## config.mk

```make
export PLATFORM = sky130hd
export DESIGN_NAME = renkon_conv_ctrl
export DESIGN_NICKNAME = d
export VERILOG_FILES = /design/src/rtl/renkon_conv_ctrl_pkg.sv /design/src/rtl/renkon_ctrl_delay.sv /design/src/rtl/renkon_conv_ctrl.sv
export SDC_FILE = /design/constraint.sdc
export NUM_CORES = 1
export LEC_CHECK = 0
export CAP_MARGIN = 10
export CORE_ASPECT_RATIO = 0.7
export CORE_UTILIZATION = 45
export DETAILED_ROUTE_END_ITERATION = 7
export GPL_ROUTABILITY_DRIVEN = 0
export PLACE_DENSITY = 0.66
export SYNTH_ARGS = -nofsm -noshare
export SYNTH_HDL_FRONTEND = slang
export SYNTH_SLANG_ARGS = --single-unit
```

## constraint.sdc

```tcl
create_clock -name clk -period 3.4 [get_ports clk]
set_input_delay 0.68 -clock clk [delete_from_list [all_inputs] [get_ports clk]]
set_output_delay 0.68 -clock clk [all_outputs]
set_load 0.03 [all_outputs]
```

## src/rtl/renkon_conv_ctrl_pkg.sv

```systemverilog
// renkon_conv_ctrl_pkg
//   Shared widths, latencies and types for the renkon conv-layer sequencer
//   and its helpers (delay line, later the pool/linear controllers).
//   Contents:
//     CWIDTH   channel count/index width
//     MWIDTH   map edge width
//     AWIDTH   output/weight address width (>= 2*MWIDTH)
//     LWIDTH   fixed-point shift width
//     CONV_LAT conv tree latency, operands in -> fmap out
//     FSIZE    filter edge of the 5x5 tree
//     ctrl_state_t  sequencer states
//     fmap_tag_t    sideband carried alongside each window through the tree
package renkon_conv_ctrl_pkg;

  localparam int CWIDTH   = 8;
  localparam int MWIDTH   = 8;
  localparam int AWIDTH   = 20;
  localparam int LWIDTH   = 5;
  localparam int CONV_LAT = 5;
  localparam int FSIZE    = 5;
  localparam int TAPS     = FSIZE * FSIZE;
  localparam int TAP_W    = $clog2(TAPS);
  localparam int DRAIN_W  = $clog2(CONV_LAT);

  typedef enum logic [2:0] {
    S_IDLE,
    S_WLOAD,
    S_CONV,
    S_DRAIN,
    S_DONE
  } ctrl_state_t;

  // Travels through the delay line so the accumulator strobes line up
  // with the fmap the tree produces for that window.
  typedef struct packed {
    logic              first_ich;
    logic              last_ich;
    logic [AWIDTH-1:0] addr;
  } fmap_tag_t;

endpackage

```

## src/rtl/renkon_ctrl_delay.sv

```systemverilog
// renkon_ctrl_delay
//   Fixed-depth valid+payload shift register used to line control strobes
//   up with a fixed-latency datapath. Shifts every cycle regardless of
//   controller state; rst and clr both empty it synchronously.
//   Ports:
//     clk        clock
//     rst        synchronous active-high reset
//     clr        synchronous flush
//     in_valid   entry valid at stage 0 input
//     in_data    entry payload
//     out_valid  valid leaving the last stage (DEPTH cycles after in_valid)
//     out_data   payload leaving the last stage
//   DEPTH must be at least 2.
module renkon_ctrl_delay
  import renkon_conv_ctrl_pkg::*;
#(
  parameter int DEPTH = CONV_LAT,
  parameter int WIDTH = 8
) (
  input  logic             clk,
  input  logic             rst,
  input  logic             clr,
  input  logic             in_valid,
  input  logic [WIDTH-1:0] in_data,
  output logic             out_valid,
  output logic [WIDTH-1:0] out_data
);

  logic [DEPTH-1:0] vld;
  logic [WIDTH-1:0] dat [DEPTH];

  // Plain shift: stage i takes stage i-1 every cycle. Payload is cleared
  // along with valid so a flushed line never leaks stale addresses.
  always_ff @(posedge clk) begin
    if (rst || clr) begin
      vld <= '0;
      for (int i = 0; i < DEPTH; i++) dat[i] <= '0;
    end else begin
      vld    <= {vld[DEPTH-2:0], in_valid};
      dat[0] <= in_data;
      for (int i = 1; i < DEPTH; i++) dat[i] <= dat[i-1];
    end
  end

  assign out_valid = vld[DEPTH-1];
  assign out_data  = dat[DEPTH-1];

endmodule

```

## src/rtl/renkon_conv_ctrl.sv

```systemverilog
// renkon_conv_ctrl
//   Sequencer for the 5x5 convolution tree. For each accepted request it
//   walks output channel -> input channel, loading 25 weights per pair and
//   then sweeping every 5x5 window of the input map (one per cycle). The
//   accumulator/writeback strobes are delayed by the tree latency so they
//   arrive with the matching fmap.
//   Ports:
//     clk, rst        clock, synchronous active-high reset
//     req             start pulse, honoured only when idle and not acking
//     _isize/_osize   input/output channel counts (latched on accept)
//     _fsize          input map edge (latched on accept)
//     _qbits/qbits    fixed-point shift in / latched copy for the tree
//     ack, busy       completion pulse / in-progress flag
//     w_we, w_addr    weight-load strobe and address
//     win_oe, win_row, win_col  window buffer enable and window origin
//     conv_oe         operands valid at tree input
//     acc_clr, acc_en accumulator load-vs-add and enable
//     out_we, out_addr  result writeback strobe and address
module renkon_conv_ctrl
  import renkon_conv_ctrl_pkg::*;
(
  input  logic              clk,
  input  logic              rst,
  input  logic              req,
  input  logic [CWIDTH-1:0] _isize,
  input  logic [CWIDTH-1:0] _osize,
  input  logic [MWIDTH-1:0] _fsize,
  input  logic [LWIDTH-1:0] _qbits,
  output logic [LWIDTH-1:0] qbits,
  output logic              ack,
  output logic              busy,
  output logic              w_we,
  output logic [AWIDTH-1:0] w_addr,
  output logic              win_oe,
  output logic [MWIDTH-1:0] win_row,
  output logic [MWIDTH-1:0] win_col,
  output logic              conv_oe,
  output logic              acc_clr,
  output logic              acc_en,
  output logic              out_we,
  output logic [AWIDTH-1:0] out_addr
);

  ctrl_state_t       state;
  logic [CWIDTH-1:0] isize_r;
  logic [CWIDTH-1:0] osize_r;
  logic [CWIDTH-1:0] ich;
  logic [CWIDTH-1:0] och;
  logic [MWIDTH-1:0] o_edge;
  logic [TAP_W-1:0]  tap;
  logic [DRAIN_W-1:0] drain_cnt;
  logic [AWIDTH-1:0] out_pos;
  logic [AWIDTH-1:0] och_base;

  logic start;
  logic cfg_bad;
  logic last_col;
  logic last_row;
  logic last_ich;
  logic last_och;

  fmap_tag_t               push_tag;
  fmap_tag_t               pop_tag;
  logic                    pop_valid;
  logic [$bits(fmap_tag_t)-1:0] pop_data;

  // A req landing in the ack cycle is dropped: state is already S_IDLE
  // there, so the ack flag itself masks it.
  assign start    = (state == S_IDLE) && req && !ack;
  assign cfg_bad  = (_isize == '0) || (_osize == '0) || (_fsize < MWIDTH'(FSIZE));
  assign last_col = (win_col == o_edge - MWIDTH'(1));
  assign last_row = (win_row == o_edge - MWIDTH'(1));
  assign last_ich = (ich == isize_r - CWIDTH'(1));
  assign last_och = (och == osize_r - CWIDTH'(1));

  // Sideband for the window currently on the tree input. Zeroed when no
  // window is issued so the delay line carries nothing meaningful then.
  always_comb begin
    push_tag = '0;
    if (conv_oe) begin
      push_tag.first_ich = (ich == '0);
      push_tag.last_ich  = last_ich;
      push_tag.addr      = out_pos;
    end
  end

  // Main sequencer. Outputs are registered: each branch sets the strobes
  // for the cycle the FSM is moving into. Weight address is one running
  // counter because (och, ich) pairs are visited in address order; the
  // output address restarts at the channel base each input-channel pass
  // and the base advances by simply continuing from the last window.
  always_ff @(posedge clk) begin
    if (rst) begin
      state     <= S_IDLE;
      isize_r   <= '0;
      osize_r   <= '0;
      o_edge    <= '0;
      qbits     <= '0;
      ich       <= '0;
      och       <= '0;
      tap       <= '0;
      drain_cnt <= '0;
      out_pos   <= '0;
      och_base  <= '0;
      ack       <= 1'b0;
      busy      <= 1'b0;
      w_we      <= 1'b0;
      w_addr    <= '0;
      win_oe    <= 1'b0;
      conv_oe   <= 1'b0;
      win_row   <= '0;
      win_col   <= '0;
    end else begin
      ack     <= 1'b0;
      w_we    <= 1'b0;
      win_oe  <= 1'b0;
      conv_oe <= 1'b0;
      case (state)
        S_IDLE: begin
          busy <= 1'b0;
          if (start) begin
            busy     <= 1'b1;
            isize_r  <= _isize;
            osize_r  <= _osize;
            o_edge   <= _fsize - MWIDTH'(FSIZE - 1);
            qbits    <= _qbits;
            ich      <= '0;
            och      <= '0;
            tap      <= '0;
            out_pos  <= '0;
            och_base <= '0;
            w_addr   <= '0;
            win_row  <= '0;
            win_col  <= '0;
            if (cfg_bad) begin
              state <= S_DONE;
            end else begin
              state <= S_WLOAD;
              w_we  <= 1'b1;
            end
          end
        end

        S_WLOAD: begin
          w_addr <= w_addr + AWIDTH'(1);
          if (tap == TAP_W'(TAPS - 1)) begin
            tap     <= '0;
            state   <= S_CONV;
            win_oe  <= 1'b1;
            conv_oe <= 1'b1;
          end else begin
            tap  <= tap + TAP_W'(1);
            w_we <= 1'b1;
          end
        end

        S_CONV: begin
          if (!(last_col && last_row)) begin
            win_oe  <= 1'b1;
            conv_oe <= 1'b1;
            out_pos <= out_pos + AWIDTH'(1);
            if (last_col) begin
              win_col <= '0;
              win_row <= win_row + MWIDTH'(1);
            end else begin
              win_col <= win_col + MWIDTH'(1);
            end
          end else begin
            win_row <= '0;
            win_col <= '0;
            if (!last_ich) begin
              ich     <= ich + CWIDTH'(1);
              out_pos <= och_base;
              state   <= S_WLOAD;
              w_we    <= 1'b1;
            end else begin
              ich <= '0;
              if (!last_och) begin
                och      <= och + CWIDTH'(1);
                och_base <= out_pos + AWIDTH'(1);
                out_pos  <= out_pos + AWIDTH'(1);
                state    <= S_WLOAD;
                w_we     <= 1'b1;
              end else begin
                drain_cnt <= '0;
                state     <= S_DRAIN;
              end
            end
          end
        end

        S_DRAIN: begin
          if (drain_cnt == DRAIN_W'(CONV_LAT - 1)) begin
            drain_cnt <= '0;
            state     <= S_DONE;
          end else begin
            drain_cnt <= drain_cnt + DRAIN_W'(1);
          end
        end

        S_DONE: begin
          ack   <= 1'b1;
          state <= S_IDLE;
        end

        default: state <= S_IDLE;
      endcase
    end
  end

  // The line is empty whenever the sequencer is idle, so flushing it there
  // costs nothing and guards against any leftover entry.
  renkon_ctrl_delay #(
    .DEPTH (CONV_LAT),
    .WIDTH ($bits(fmap_tag_t))
  ) u_delay (
    .clk       (clk),
    .rst       (rst),
    .clr       (state == S_IDLE),
    .in_valid  (conv_oe),
    .in_data   (push_tag),
    .out_valid (pop_valid),
    .out_data  (pop_data)
  );

  assign pop_tag  = fmap_tag_t'(pop_data);
  assign acc_en   = pop_valid;
  assign acc_clr  = pop_valid & pop_tag.first_ich;
  assign out_we   = pop_valid & pop_tag.last_ich;
  assign out_addr = pop_tag.addr;

endmodule
```

======== Word-level counts from Yosys, hierarchy flattened ========
Memory sizes are Yosys's and may differ from the RTL's.
Index checks and enable logic that the tools add are counted.
storage, ports and cells
  bits in registers ....................... 141
  memory bits (writable) .................. 110
  input bits .............................. 32
  output and inout bits ................... 69
  memories kept ........................... 1
memories
  name         depth  width  rd ports  clocked after memory_dff  wr ports  line                     text
  u_delay.dat  5      22     5         0                         5         renkon_ctrl_delay.sv:30  logic [WIDTH-1:0] dat [DEPTH];
cells by class
  add/subtract/negate cells ............... 12
  $lt $le $gt $ge ......................... 1
  equality and inequality tests ........... 19
  mux-type cells .......................... 60
  bitwise operators ....................... 7
  reduce and logical (&&, ||, !) cells .... 23
operator list
  operator                                                     count
  two-way mux 22 bit                                           6
  two-way mux 20 bit                                           6
  case mux 20 bit (2 select lines)                             3
  two-way mux 8 bit                                            10
  case mux 8 bit (2 select lines)                              4
  adder 20 x 1 -> 20 bit (second input constant)               2
  adder 8 x 1 -> 8 bit (second input constant)                 4
  equality test 8 bit                                          4
  two-way mux 3 bit                                            9
  zero test 8 bit                                              3
  subtractor 8 x 1 -> 8 bit (second input constant)            3
  inequality test 2 bit (second input constant)                7
  two-way mux 1 bit                                            13
  case mux 3 bit (4 select lines)                              1
  two-way mux 5 bit                                            2
  case mux 5 bit (2 select lines)                              1
  AND reduction 3 bit                                          3
  less-than comparator 8 x 3 -> 1 bit (second input constant)  1
  AND reduction 4 bit                                          2
  subtractor 8 x 3 -> 8 bit (second input constant)            1
  equality test 3 x 2 -> 1 bit (second input constant)         2
  equality test 3 bit (second input constant)                  2
  case mux 3 bit (2 select lines)                              1
  AND reduction 2 bit                                          3
  other kinds (17)                                             29

======== Depth between registers and ports, before layout ========
Gate-level depths: netlist of run 1.
  depth in word-level cells ............... 6
  depth in mapped cells ................... 13

======== By module ========
A second synthesis of run 1 with hierarchy kept.
second synthesis, totals
  cells, all modules ...................... 1335
  area, all modules ....................... 11803.8 um2
modules (own cells, without submodules)
  module             instances  cells each  area an instance (um2)  sequential area each (um2)
  renkon_conv_ctrl   1          1057        8011.4                  2722.6
  renkon_ctrl_delay  1          278         3792.4                  2302.2

======== Least setup slack after synthesis of run 1 ========
No wires, ideal clock.
  kind .................................... reg-to-reg
  start point ............................. reg o_edge[0]
  end point ............................... reg out_pos[0]
  arrival time ............................ 3.121 ns
  data required time ...................... 3.275 ns
  path slack .............................. 0.155 ns
  stages on the path, launching flop included .. 12
  cell sequence ........................... dfxtp_1 buf_6 or4_4 and3_1 or4_4 a211o_1 nor4_4 buf_6 a211o_1 clkbuf_1 buf_2 o22ai_1
on the way
  word-level cells in the longest chain between the ends .. 5
  elaborated cells between the ends (all ways) .. 8
ends and longest elaborated chain
  element                                                                                          line                                            text
  from (decl)                                                                                      renkon_conv_ctrl.sv:49                          logic [MWIDTH-1:0] o_edge;
  from (signal assigned)                                                                           renkon_conv_ctrl.sv:125                         o_edge <= _fsize - MWIDTH'(FSIZE - 1);
  subtractor 8 x 1 -> 8 bit (*)                                                                    renkon_conv_ctrl.sv:71, renkon_conv_ctrl.sv:72
  equality test 8 bit (on tied branches)                                                           renkon_conv_ctrl.sv:71, renkon_conv_ctrl.sv:72
  logical AND 1 bit (*)                                                                            renkon_conv_ctrl.sv:158                         if (!(last_col && last_row)) begin
  inequality test 4 bit (no source line) / two-way mux 20 bit (equally long branches)              -
  AND reduction 3 bit (no source line) / case mux 20 bit (2 select lines) (equally long branches)  -
  to (signal assigned)                                                                             renkon_conv_ctrl.sv:161                         out_pos <= out_pos + AWIDTH'(1);
  to (signal assigned)                                                                             renkon_conv_ctrl.sv:173                         out_pos <= och_base;
  to (signal assigned)                                                                             renkon_conv_ctrl.sv:181                         out_pos <= out_pos + AWIDTH'(1);
  to (decl)                                                                                        renkon_conv_ctrl.sv:52                          logic [AWIDTH-1:0] out_pos;
Every way passes the cells marked *; elsewhere a longest branch is shown, timed or not.
A chain may end at the register's enable or synchronous reset.

======== Worst setup path after layout of run 1 ========
  start point ............................. reg o_edge[0]
  end point ............................... reg ich[2]
on the way
  word-level cells in the longest chain between the ends .. 5
  elaborated cells between the ends (all ways) .. 6
ends and longest elaborated chain
  element                                     line                                            text
  subtractor 8 x 1 -> 8 bit (*)               renkon_conv_ctrl.sv:71, renkon_conv_ctrl.sv:72
  equality test 8 bit (on tied branches)      renkon_conv_ctrl.sv:71, renkon_conv_ctrl.sv:72
  logical AND 1 bit (*)                       renkon_conv_ctrl.sv:158
  inequality test 2 bit (no source line) (*)  -
  AND reduction 3 bit (no source line) (*)    -
  to (signal assigned)                        renkon_conv_ctrl.sv:172                         ich <= ich + CWIDTH'(1);
  to (decl)                                   renkon_conv_ctrl.sv:47                          logic [CWIDTH-1:0] ich;
Marks and branches as above.

==> results of run 1 <==
-- critical path, cell delays in order (launching register included) --
cell     delay (ns)
dfxtp_1        0.33
or4_4          0.58
and3_1         0.19
or4_4          0.50
a211o_1        0.29
nor4_4         0.31
buf_12         0.19
a21oi_4        0.12
or4b_1         0.53
a21oi_1        0.15
-- cells in the final DEF, fill, tap and decap left out, drive strengths merged, types with 31 or more instances in the layout --
cell type	instances
nor2	101
and3	114
clkbuf	31
inv	39
nand3	52
dfxtp	251
clkdlybuf4s50	99
buf	36
a21oi	96
nand2	97
xnor2	32
-- cells by family after synthesis --
kind of cell	Yosys count	share of synthesized area, %
AO/OA/AOI/OAI	223	12.93
buffers and inverters	139	5.800
flip-flops	251	46.40
adder cells (fa/ha/maj)	16	1.849
multiplexers	25	2.322
AND/OR/NAND/NOR	517	25.63
XOR/XNOR	58	5.072
-- state kept, by name, summed over array words and instances (netlist names) --
signal and flops:
ich 8, och_base 20, state 3, qbits 5, out_pos 20, win_row 8
win_col 8, drain_cnt 3, isize_r 8, ack 1, busy 1, w_addr 20
conv_oe 1, u_delay.dat 110, u_delay.vld 5, w_we 1, osize_r 8, tap 5
och 8, o_edge 8
-- path summary, 6_finish.rpt --
| check | startpoint | endpoint | slack, ns | cells after the start |
|---|---|---|---|---|
| min | u_delay.dat[3][9]$_SDFF_PP0_ | u_delay.dat[4][9]$_SDFF_PP0_ | 0.45 | 1 |
| min reg2reg | u_delay.dat[3][9]$_SDFF_PP0_ | u_delay.dat[4][9]$_SDFF_PP0_ | 0.45 | 1 |
| max | o_edge[0]$_SDFFE_PP0P_ | ich[2]$_SDFFE_PP0P_ | 0.15 | 9 |
| max reg2reg | o_edge[0]$_SDFFE_PP0P_ | ich[2]$_SDFFE_PP0P_ | 0.15 | 9 |
-- area by class of cell --
class / instances / share of cell area [%]
clock buffer: 31 / 5.161
multi-input combinational: 839 / 40.27
inverter: 39 / 1.133
sequential: 251 / 38.90
timing repair buffer: 135 / 10.15
tap: 318 / 3.079
clock inverter: 13 / 1.307
-- report_power, final --
group          internal [uW]  leakage [uW]  switching [uW]
clock network           1630      0.000398            1160
registers               3070       0.00203             176
logic                    820       0.00277            1430
total                   5520       0.00519            2760
-- layer usage --
| layer | track usage (%) | up-vias | wire (microns) | part of all wire (%) |
|---|---|---|---|---|
| met5 | 0 | - | 0 | 0 |
| met4 | 3.794 | 0 | 357 | 1.5 |
| met3 | 2.795 | 22 | 1189 | 4.9 |
| met2 | 27.70 | 195 | 10070 | 41 |
| met1 | 30.45 | 4131 | 12860 | 53 |
| li1 | - | 4425 | - | - |
-- metrics by stage --
stage               utilization [%]  total power, uW  hold WS, ns
detailed placement            51.05             5546       0.4429
finish                        54.66             8280       0.4525
floorplan                         -             4850       0.4367
CTS                           54.59             8343       0.4562
global placement              51.05             5503       0.4384
global route                  54.66             8728       0.4668
==> results.cfg, run 1 <==
[critical_path]
worst_ep_required_time_ns = 3.85
worst_path_arrival_ns = 3.71
end_kind = register
timing.critical_path.fanout_max = 15
crit_type = register to register
cp-start-kind = register

[logic_synthesis]
synth_async_sr_flop_share_pct = 0
ys_types = 67
synth_enable_flop_cells = 0
ys_top_cells_by_count = dfxtp_1, and3_1, nor2_1, nand2_1, a21oi_1
post-synth-top-count-cell = dfxtp_1
yosys_warnings = 0
synth_cells = 1229
yosys_most_used_dff = dfxtp_1
mean_syn_cell_area_sq_um = 8.811
sequential_share_of_the_synthesized_area_pct = 46.40
synth.net_count = 1277
synth_top_area_share_pct = 46.40
post_synth_instance_area_sq_um = 10830
synth_top_cells_by_area = dfxtp_1, and3_1, a21oi_1
cell_taking_the_most_area_after_synthesis = dfxtp_1
yosys_register_bits = 251

[cts]
clock_insertion_delay_worst_skew_ns = 0.52
max-clock-path-buffers = 3
post_cts.repair.setup_buffers = 0
cts_tree = done
cts.clk_slew.worst_paths_ns = 0.06
clk_root_buffer_cell = clkbuf_16
cts.sink_count = 251
cts_buffers = 24
cts_resized = 0
htree_num_levels = 1
holdBufCountCts = 0

[placement]
place_inst = 1582
dpl.hpwl_microns = 16430
port-buffer-count = 100
dpl_worst_slack_ns = 0.09211
place_area_sq_um = 12070

[die]
floorplan.initialDensity_pct = 45.81
core-area_sq_um = 23640
die_area_sq_um = 24700
die_w_microns = 187.4
io-pin-count = 101
placementRows = 47
die_h_microns = 131.8

[layout]
multi_input_combinational_cell_area_sq_um = 5204
ff_latch_area_sq_um = 5026
share_of_layout_cells_above_drive_strength_1_pct = 7.798
antennaDiodeCount = 0
post-route-cell-area_sq_um = 12920
nFillCells = 2148
num-nets-final = 1338
area_growth_from_synthesis_to_layout_pct = 19.32
stdcell_count = 1626

[detailed_routing]
avgRoutedWirePerCell_microns = 15.06
num_vias = 8773
detail_route.first_pass.iterations = 5
initialDrtViolationCount = 651
ant_nets = 0
totalWireLength_microns = 24480
routed_via_density = 5.395
drc = 0

[power]
ir_drop_uv = 445.6
leakagePower_uw = 0.005192
power.density_cell_area_nw_per_um2 = 640.8

[flow_run]
max_cap_viol_count = 0

[sta]
max_slew.worst_pin.slew_ns = 0.7541
fin_ws_ns = 0.1459
fmax_mhz = 307.3
timing_max_transition_violations_final = 0
slew_headroom_pct = 49.54
period_share_pct = 95.71
fin_worst_skew_ns = 0.01034
setup_violations = 0
rsz0062_at_grt = no
final-hold-violation-count = 0
min_period_ns = 3.254
totalNegativeSetupSlack_ns = 0

[grt]
first_pass_grt_wire_length_microns = 40140
grtUsageTotal_pct = 19.32
overflow_left_after_global_routing = 0
grt_max_degree = 94
grt_pass1_vias = 7796
antenna_violations_before_repair = 0

[worst_hold_path]
worst_hold_path_type = register to register

[status]
outcome = finished, final reports clean
(Power assumes the default switching activity.)
==> run 2, diff against run 1 <==
Settings changed: CORE_UTILIZATION 45 to 57, PLACE_DENSITY 0.66 to 0.77.
Clock period 3.4 ns to 3.02 ns, I/O delays scaled along.
==> run 2 against run 1 <==
Effect of this change: largest cell class unchanged; highest routed layer unchanged; critical path type unchanged; core utilization grew 18 points; final cell count is 3.3% lower; critical endpoint is now och[3]$_SDFFE_PP0P_; clock skew shrank 0.0024 ns; the flow now finishes with violations (setup timing); hold slack better by 0.0015 ns.
==> results.cfg, run 2 (same netlist as run 1, synthesis figures left out) <==
[grt]
first_pass_grt_wire_length_microns = 41450
grt_max_degree = 99
grt_pass1_vias = 8262
grtUsageTotal_pct = 25.29
antenna_violations_before_repair = 0
overflow_left_after_global_routing = 0

[status]
outcome = finished, violations left
failing_checks = setup timing

[detailed_routing]
routed_via_density = 5.764
drc = 0
num_vias = 9061
totalWireLength_microns = 25760
ant_nets = 0
avgRoutedWirePerCell_microns = 16.38
detail_route.first_pass.iterations = 6
initialDrtViolationCount = 968

[power]
ir_drop_uv = 367.1
leakagePower_uw = 0.005395
power.density_cell_area_nw_per_um2 = 730.6
post-layout-total-power_uw = 9685

[cts]
cts_buffers = 22
cts.sink_count = 251
htree_num_levels = 1
max-clock-path-buffers = 3
clock_insertion_delay_worst_skew_ns = 0.51
cts_tree = done
clk_root_buffer_cell = clkbuf_16
cts.clk_slew.worst_paths_ns = 0.07

[layout]
mostFrequentLayoutCells = dfxtp_1, and3_1, nor2_1, clkdlybuf4s50_1
share_of_layout_cells_above_drive_strength_1_pct = 11.53
max_flop_register = u_delay.dat
num-nets-final = 1369
multi_input_combinational_cell_area_sq_um = 5373
finalCoreUtilization_pct = 72.38
nFillCells = 1355
area_growth_from_synthesis_to_layout_pct = 22.40
antennaDiodeCount = 0
flip_flop_count_of_the_largest_register_all_copies_and_words_added = 110
ff_latch_area_sq_um = 5032
layout.cells.most_common = dfxtp_1
stdcell_count = 1572

[sta]
worst_hold_slack_ns = 0.4540
period_share_pct = 100.9
fin_worst_skew_ns = 0.007923
slew_headroom_pct = 52.86
max_slew.worst_pin.slew_ns = 0.7071
min_period_ns = 3.048
fin_ws_ns = -0.02766
timing_max_transition_violations_final = 0
final-hold-violation-count = 0
setup_violations = 2
fmax_mhz = 328.1
rsz0062_at_grt = yes

[flow_run]
max_cap_viol_count = 0

[worst_hold_path]
worst_hold_path_type = register to register

[die]
placementRows = 41
io-pin-count = 101
floorplan.initialDensity_pct = 59.13
die_area_sq_um = 19560
die_w_microns = 166.7
core-area_sq_um = 18310
die_h_microns = 117.3

[critical_path]
timing.critical_path.fanout_max = 4
cp-start-kind = register
worst_path_arrival_ns = 3.48
end_kind = register
crit_type = register to register
worst_ep_required_time_ns = 3.46

[placement]
port-buffer-count = 100
place_inst = 1522
dpl.hpwl_microns = 16490
dpl_worst_slack_ns = -0.1611
## run 2: cell count changes in the layout (fill, tap and decap cells not counted), moves of 3 or more
cell     previous run  this run
buf_4              32        60
dfxtp_1           250       247
nand2_4             0         3
nor4_1             13         9
## run 2: area by class of cell
cell class,instances,share of cell area (%)
Multi-Input combinational cell,840,40.53
Sequential cell,251,37.96
Timing Repair Buffer,167,12.03
Clock buffer,26,4.493
Tap cell,236,2.228
Clock inverter,13,1.652
Inverter,39,1.104
## run 2: path summary, 6_finish.rpt
kind | start | end | slack, ns | cells past startpoint
setup / recovery | o_edge[3]$_SDFFE_PP0P_ | och[3]$_SDFFE_PP0P_ | -0.03 | 10
setup reg to reg | o_edge[3]$_SDFFE_PP0P_ | och[3]$_SDFFE_PP0P_ | -0.03 | 10
hold reg to reg | qbits[2]$_SDFFE_PP0P_ | qbits[2]$_SDFFE_PP0P_ | 0.45 | 2
hold / removal | qbits[2]$_SDFFE_PP0P_ | qbits[2]$_SDFFE_PP0P_ | 0.45 | 2
## run 2: critical path: stages, from the launching register on
cell and delay, ns:
dfxtp_2 0.32, or4_4 0.54, and3_4 0.18, or4_4 0.51, a211o_1 0.29, nor4_4 0.16
buf_4 0.20, buf_6 0.11, nand2_4 0.04, or4_1 0.48, a31oi_1 0.14
## run 2: per-stage QoR
stage,setup TNS (ns),cell area [sq um]
3_5_place_dp,-1.072,12130
4_1_cts,-0.2582,12990
6_report,-0.04328,13260
5_1_grt,-2.051,13260
2_1_floorplan,0,10840
3_3_place_gp,-0.3771,12130
## run 2: report_power, final
group          switching [uW]  internal (uW)
Clock                    1250           1860
Combinational            1760           1150
Sequential                215           3460
Total                    3220           6460
## run 2: layer usage
layer,global-route usage (%),part of all wire [%],up-vias
li1,-,-,4483
met1,38.81,49,4235
met2,37.26,43,312
met3,3.611,6.7,31
met4,5.498,1.4,0
met5,0,0,-
## run 2: what timing repair did
action,CTS,global route
setup endpoints to repair,21,66
pin swaps,3,8
hold buffers,0,0
buffers inserted,3,6
gates resized for setup,4,33
cloned,1,2
